**config.mk**
```make
export PLATFORM = sky130hd
export DESIGN_NAME = pcx2mb_fsl_drain_flat
export DESIGN_NICKNAME = d
export VERILOG_FILES = /design/src/rtl/pcx2mb_fsl_drain_if.sv /design/src/rtl/pcx2mb_fsl_drain.sv /design/src/flat_wrapper.sv
export SDC_FILE = /design/constraint.sdc
export NUM_CORES = 1
export LEC_CHECK = 0
export ABC_AREA = 1
export CAP_MARGIN = 10
export CORE_MARGIN = 2
export CORE_UTILIZATION = 49
export CTS_BUF_LIST = sky130_fd_sc_hd__clkbuf_8
export DETAILED_ROUTE_END_ITERATION = 6
export PLACE_DENSITY = 0.82
export SLEW_MARGIN = 20
export SYNTH_ARGS = -nofsm -noshare
export SYNTH_HDL_FRONTEND = slang
export SYNTH_SLANG_ARGS = --single-unit
```
**constraint.sdc**
```tcl
create_clock -name rclk -period 2.45 [get_ports rclk]
set_clock_uncertainty 0.15 [all_clocks]
set_input_delay 0.6125 -clock rclk [delete_from_list [all_inputs] [get_ports rclk]]
set_output_delay 0.6125 -clock rclk [all_outputs]
set_load 0.05 [all_outputs]
```
**src/rtl/pcx2mb_fsl_drain_if.sv**
```systemverilog
// FSL master-side bus between the PCX drain stage and the MicroBlaze FSL FIFO.
// The drain drives data/control/write; the FIFO side returns full.
interface pcx2mb_fsl_drain_if;
  logic [31:0] fsl_m_data;
  logic        fsl_m_control;
  logic        fsl_m_write;
  logic        fsl_m_full;

  modport master (
    output fsl_m_data,
    output fsl_m_control,
    output fsl_m_write,
    input  fsl_m_full
  );

  modport slave (
    input  fsl_m_data,
    input  fsl_m_control,
    input  fsl_m_write,
    output fsl_m_full
  );
endinterface

```
**src/rtl/pcx2mb_fsl_drain.sv**
```systemverilog
// Drains the head PCX buffer entry onto the FSL master port, MSW first, then retires it.
// Optional macro PCX2MB_FSL_PARITY_EN puts odd parity over head_data into frame bit 127.
module pcx2mb_fsl_drain #(
  parameter int PCX_WIDTH     = 124,
  parameter int PCX_REQ_WIDTH = 2,
  parameter int NWORDS        = 4,
  localparam int EW           = PCX_WIDTH + PCX_REQ_WIDTH + 1
) (
  input  logic                 rclk,
  input  logic                 reset,
  input  logic [EW-1:0]        head_data,
  input  logic                 head_active,
  output logic                 load_data,
  output logic                 drain_busy,
  output logic [15:0]          pkt_count,
  pcx2mb_fsl_drain_if.master   fsl
);

  localparam int FW   = NWORDS * 32;
  localparam int PADW = FW - EW;
  localparam int IW   = (NWORDS > 1) ? $clog2(NWORDS) : 1;

  typedef enum logic [1:0] {
    IDLE,
    SEND,
    RETIRE
  } state_t;

  state_t          state_q, state_d;
  logic [FW-1:0]   frame_q, frame_d;
  logic [IW-1:0]   idx_q, idx_d;
  logic [15:0]     pkt_count_q, pkt_count_d;
  logic [FW-1:0]   frame_in;
  logic [31:0]     word_sel;

  // Pad bits above the entry are zero unless the parity option claims the top bit.
  always_comb begin
    frame_in = {{PADW{1'b0}}, head_data};
`ifdef PCX2MB_FSL_PARITY_EN
    frame_in[FW-1] = ~^head_data;
`endif
  end

  always_comb begin
    word_sel = '0;
    for (int w = 0; w < NWORDS; w++) begin
      if (idx_q == IW'(w)) begin
        word_sel = frame_q[(NWORDS-1-w)*32 +: 32];
      end
    end
  end

  always_ff @(posedge rclk) begin
    if (reset) begin
      state_q     <= IDLE;
      frame_q     <= '0;
      idx_q       <= '0;
      pkt_count_q <= '0;
    end else begin
      state_q     <= state_d;
      frame_q     <= frame_d;
      idx_q       <= idx_d;
      pkt_count_q <= pkt_count_d;
    end
  end

  // Write strobe follows full combinationally so a stalled word is re-offered every cycle.
  always_comb begin
    state_d           = state_q;
    frame_d           = frame_q;
    idx_d             = idx_q;
    pkt_count_d       = pkt_count_q;
    load_data         = 1'b0;
    fsl.fsl_m_data    = 32'h0;
    fsl.fsl_m_control = 1'b0;
    fsl.fsl_m_write   = 1'b0;

    case (state_q)
      IDLE: begin
        if (head_active) begin
          frame_d = frame_in;
          idx_d   = '0;
          state_d = SEND;
        end
      end

      SEND: begin
        fsl.fsl_m_data    = word_sel;
        fsl.fsl_m_control = (idx_q == '0);
        fsl.fsl_m_write   = !fsl.fsl_m_full;
        if (!fsl.fsl_m_full) begin
          idx_d = idx_q + IW'(1);
          if (idx_q == IW'(NWORDS-1)) begin
            state_d = RETIRE;
          end
        end
      end

      RETIRE: begin
        load_data   = 1'b1;
        pkt_count_d = pkt_count_q + 16'd1;
        state_d     = IDLE;
      end

      default: begin
        state_d = IDLE;
      end
    endcase
  end

  assign drain_busy = (state_q != IDLE);
  assign pkt_count  = pkt_count_q;

endmodule

```
**src/flat_wrapper.sv**
```systemverilog
// flat-port wrapper written by rule: the top's interface ports become plain ports
module pcx2mb_fsl_drain_flat 
#(
  parameter int PCX_WIDTH     = 124,
  parameter int PCX_REQ_WIDTH = 2,
  parameter int NWORDS        = 4,
  localparam int EW           = PCX_WIDTH + PCX_REQ_WIDTH + 1
)
  (rclk, reset, head_data, head_active, load_data, drain_busy, pkt_count, fsl_fsl_m_data, fsl_fsl_m_control, fsl_fsl_m_write, fsl_fsl_m_full);
  pcx2mb_fsl_drain_if fsl_i ();
  input  logic rclk;
  input  logic reset;
  input  logic [EW-1:0] head_data;
  input  logic head_active;
  output logic load_data;
  output logic drain_busy;
  output logic [15:0] pkt_count;
  output wire logic [$bits(fsl_i.fsl_m_data)-1:0] fsl_fsl_m_data;
  output wire logic [$bits(fsl_i.fsl_m_control)-1:0] fsl_fsl_m_control;
  output wire logic [$bits(fsl_i.fsl_m_write)-1:0] fsl_fsl_m_write;
  input wire logic [$bits(fsl_i.fsl_m_full)-1:0] fsl_fsl_m_full;
  assign fsl_fsl_m_data = fsl_i.fsl_m_data;
  assign fsl_fsl_m_control = fsl_i.fsl_m_control;
  assign fsl_fsl_m_write = fsl_i.fsl_m_write;
  assign fsl_i.fsl_m_full = fsl_fsl_m_full;
  pcx2mb_fsl_drain #(.PCX_WIDTH(PCX_WIDTH), .PCX_REQ_WIDTH(PCX_REQ_WIDTH), .NWORDS(NWORDS)) u_core (.rclk(rclk), .reset(reset), .head_data(head_data), .head_active(head_active), .load_data(load_data), .drain_busy(drain_busy), .pkt_count(pkt_count), .fsl(fsl_i));
endmodule
```
# Word level (Yosys, flattened, before mapping)
# Index checks and enable logic that the tools add are counted.
# W data, S select, Z words.
# word_totals
ram_bits	0
latchBits	0
n_memories	0
register_bits	147
out_inout_bits	52
rom_bits	0
# op_classes
add_sub_neg	2
reduce_logical	8
mux	15
n_div	0
order_cmp	0
n_eq_ne	8
mul	0
bitwise	0
shift	0
# ops
cell	n
$mux W32	4
$mux W31	1
$add A16 B1 Y16 const B	1
$mux W2	5
$pmux W2 S2	2
$eq A2 B2 Y1 const B	3
$reduce_and A3 Y1	2
$eq A2 B1 Y1 const B	2
$logic_not A2 Y1	2
$ne A2 B2 Y1 const B	2
$reduce_bool A2 Y1	2
$mux W1	3
$add A2 B1 Y2 const B	1
$ne A2 B1 Y1 const B	1
$reduce_and A2 Y1	1
$logic_not A1 Y1	1

# Logic depth before layout (Yosys ltp)
# depth
depth_word	6
depth_mapped	8

# Least setup slack after synthesis
# OpenSTA, ideal clock, no wires.
# synth_timing
kind	register -> output
start	register u_core.idx_q[1]
end	output port fsl_fsl_m_data[12]
setup_slack_ns	-0.313
stages_incl_launch_ff	9
t_arrival_ns	2.000
path_buffers	1
path_cell_list	dfxtp_1 > inv_1 > ha_1 > inv_1 > clkbuf_1 > nand3_1 > nand3_1 > o21ai_0 > a21oi_1
# synth_between
elab_chain_cells	6
elab_cells_between_ends	9
# synth_lines
item	line_no	text
from (decl)	pcx2mb_fsl_drain.sv:31	logic [IW-1:0] idx_q, idx_d;
from (signal assigned)	pcx2mb_fsl_drain.sv:62	idx_q <= idx_d;
$logic_not A2 Y1	pcx2mb_fsl_drain.sv:47	if (idx_q == IW'(w)) begin
$mux W31	pcx2mb_fsl_drain.sv:47	
$mux W32 (2 in series)	pcx2mb_fsl_drain.sv:47	
$mux W32 (*)	pcx2mb_fsl_drain.sv:47	
$mux W32 (*)	pcx2mb_fsl_drain.sv:78	case (state_q)
to (decl)	flat_wrapper.sv:18	output wire logic [$bits(fsl_i.fsl_m_data)-1:0] fsl_fsl_m_data;
# Mark *: on every way between the ends. The rest lies on a longest branch, timed or not.

# Worst setup path after layout
# layout_timing
start	register u_core.idx_q[1]
end	output port fsl_fsl_m_data[0]
# The elaborated chain is that of the path after synthesis.

==> metrics.yaml <==
status:
  run_status: "finished, violations left"
  failed_checks: "negative setup slack"
sta:
  timing.max_slew.rel_slack_pct: 66.6
  maxSlewViolCount: 0
  min_period_ns: 2.68
  timing.final.crit_share_pct: 109
  max_freq_mhz: 374
  setup_violations: 32
  hold_viol_final: 0
  worst_slew_pin_slew_ns: 0.501
  totalNegativeSetupSlack_ns: -5.21
  final_critical_path_setup_slack_ns: -0.227
  rsz0062_at_grt: "true"
yosys:
  synth_top_area_cell: "dfxtp_1"
  post-synth-top-count-cell: "nor2_1"
  fraction_of_synthesized_cell_area_taken_by_the_top_area_cell_type_pct: 46.2
  mux_share_of_post_synthesis_cell_area_pct: 0
  synthSimpleGateAreaFrac_pct: 27.2
  synth_nets: 1049
  main_combinational_cell_family_by_area_after_synthesis: "simple AND/OR/NAND/NOR gates"
  netlist-cell-type-count: 30
  syn_avg_cell_area_um2: 6.98
  share_of_the_synthesized_area_in_compound_gates_ao_oa_aoi_oai_pct: 18.8
  top_flip_flop_cell_by_instance_count_after_synthesis: "dfxtp_1"
  synth_xor_area_share_pct: 0.687
  yosys-top-cells-count: "nor2_1, dfxtp_1, o21ai_0"
  top_cells_by_area_in_the_synthesized_netlist: "dfxtp_1, nor2_1, o21ai_0"
  yosys.area_share.adder_pct: 0.982
  ys.warnings.count: 0
  synth-edff-count: 0
  synth-seq-area-share_pct: 46.2
  async_reset_ff_share_pct: 0
  syn-cell-area_mm2: 0.00637
  yosys_register_bits: 147
  instance_count_of_the_mapped_netlist: 913
clock_network:
  clkLatencyLatePin_ns: 0.45
  cts_tree: "built"
  holdBufCountCts: 0
  cts.sink_count: 147
  clock_root_buffer: "clkbuf_8"
  clk_transition_reported_paths_ns: 0.08
  cts.path.max_buffers: 2
  number_of_buffers_inserted_during_clock_tree_synthesis: 17
  cts-htree-levels: 4
floorplan:
  rows: 41
  die_width_um: 118
  die_outline_area_mm2: 0.0139
  count_of_pins_on_the_block_boundary: 183
  initial_core_util_pct: 50.3
  design.core.area_mm2: 0.0127
  floorplan.die.height_um: 118
drt:
  initialDrtViolationCount: 720
  total_via_count_in_the_routed_design: 6946
  post_drt_via_cell_ratio: 5.48
  drt_pass1_iterations: 6
  drt-wirelength-per-cell_um: 16.3
  post_drt_antenna_nets: 0
  drc: 0
  wire_length_reported_by_the_detailed_router_um: 20700
worst_setup_path:
  crit_path_cell_trace: "inv_4 -> ha_4 -> inv_8 -> clkbuf_16 -> nand3_2 -> nand3_2 -> o21ai_2 -> a21oi_2 -> buf_6"
  timing.reg2reg.worst_path_depth: 8
  timing.critical_path.mode_cell: "nand3_2"
  max_stage_delay_ns: 0.37
  worst_setup_path_end_kind: "output pin"
  timing.critical_path.from_type: "flip-flop"
  data_arrival_time_of_the_critical_path_ns: 1.91
  required_ns: 1.69
  timing.setup.critical_path_class: "reg -> out"
  maximum_net_fanout_on_the_critical_path: 8
  worst_path_max_delay_cell: "dfxtp_2"
cells_and_area:
  layout_fillers: 879
  final_cell_count_no_fill: 1267
  antenna_cells: 0
  area.growth.synth_to_final_pct: 56.4
  nNetsFinal: 1218
  drive_above_1_share_pct: 21.6
global_route:
  gr-usage-all-layers_pct: 28.6
  grt_max_degree: 71
  antenna_found_initial: 0
  grt_pass1_wl_um: 32200
  grt_pass1_vias: 6552
  globalRouteOverflowTotal: 0
power:
  fin_total_pwr_uw: 6270
  power-per-cell-area_mw_per_mm2: 629
  max-vdd-ir-drop_uv: 542
  leakage_uw: 0.00415
run:
  timing.max_cap.violations: 0
placement:
  dpl_hpwl_um: 11900
  placedCellCount: 1220
  gp_congestion: 0.847
  port-buffer-count: 182
hold_path:
  hold_path.class: "reg -> reg"
  hold-path-cell-count: 2
-- sequential cells by signal (all words and copies together) (netlist names) --
signal / cells
u_core.frame_q: 127
u_core.state_q: 2
u_core.idx_q: 2
u_core.pkt_count: 16
-- power by group --
group / internal (uW) / leakage (uW) / switching [uW]
Clock: 1140 / 0.000227 / 902
Combinational: 689 / 0.00270 / 846
Sequential: 2570 / 0.00122 / 120
Total: 4410 / 0.00415 / 1870
-- worst max-delay path, delay by kind of cell, from the launching register on --
family / cells / cell delay, ns
fa+ha+maj: 1 / 0.20
flops: 1 / 0.37
compound gates: 2 / 0.22
buf+inv: 4 / 0.49
simple gates: 2 / 0.18
-- metal layers --
metal  track usage (%)  up-vias  wire length (um)
li1                  -     3345                 -
met1              36.3     3274              8720
met2              47.8      290             10400
met3              6.98       37              1270
met4              9.34        0               335
met5                 0        -                 0
-- logic make-up (layout without fill, tap and decap cells) --
kind of cell | after synthesis | in the layout
fa+ha+maj | 5 | 5
buf+inv | 92 | 274
flops | 147 | 147
simple gates | 426 | 426
xor+xnor | 5 | 5
compound gates | 238 | 238
-- cell usage in the layout (no fill, tap or decap), drive strengths merged --
cell type and count:
nor2 286, o21ai 196, dfxtp 147, clkdlybuf4s50 132, nand3 69, buf 69, nand2 60, a21oi 38
inv 25, clkbuf 20, dlygate4sd2 9, clkinv 7, dlymetal6s2s 5, ha 5, nor3 4, xor2 4
bufinv 4, nand4 2, bufbuf 2, a31oi 2, o211ai 1, and3 1, nor3b 1, xnor2 1
nand3b 1, o21bai 1, nor4 1, nor2b 1, clkinvlp 1
-- path summary, 6_finish.rpt --
check                       from                    to  slack, ns
max              u_core.idx_q[1]     fsl_fsl_m_data[0]      -0.23
min            u_core.frame_q[1]     u_core.frame_q[1]       0.33
max reg2reg  u_core.pkt_count[1]  u_core.pkt_count[14]       0.91
min reg2reg    u_core.frame_q[1]     u_core.frame_q[1]       0.33
-- final cells by class --
type	count	area, um^2	area share (%)
clock inverters	13	165	1.66
clock buffers	19	262	2.62
multi-input cells	674	3650	36.6
flip-flops and latches	147	2950	29.6
inverters	24	121	1.22
well taps	172	215	2.16
repair buffers	218	2600	26.1
-- timing repair --
| action | 4_1_cts | 5_1_grt |
|---|---|---|
| resized for setup | 130 | 95 |
| cloned | 10 | 1 |
| endpoints found under the setup margin | 42 | 38 |
| pin swaps | 11 | 31 |
| buffers inserted | 4 | 0 |
-- through the flow --
step / util (%) / worst slack (ns) / cell area, um^2 / hold slack, ns
after global routing: 78.7 / -0.322 / 9970 / 0.354
final: 78.7 / -0.227 / 9970 / 0.333
after detailed placement: 67.3 / 0.0570 / 8530 / 0.315
after global placement: 67.3 / 0.0880 / 8530 / 0.306
after CTS: 75.3 / -0.201 / 9540 / 0.334
after floorplan: - / -0.207 / 6500 / 0.300
No activity file was read; power rests on OpenSTA's default activity.
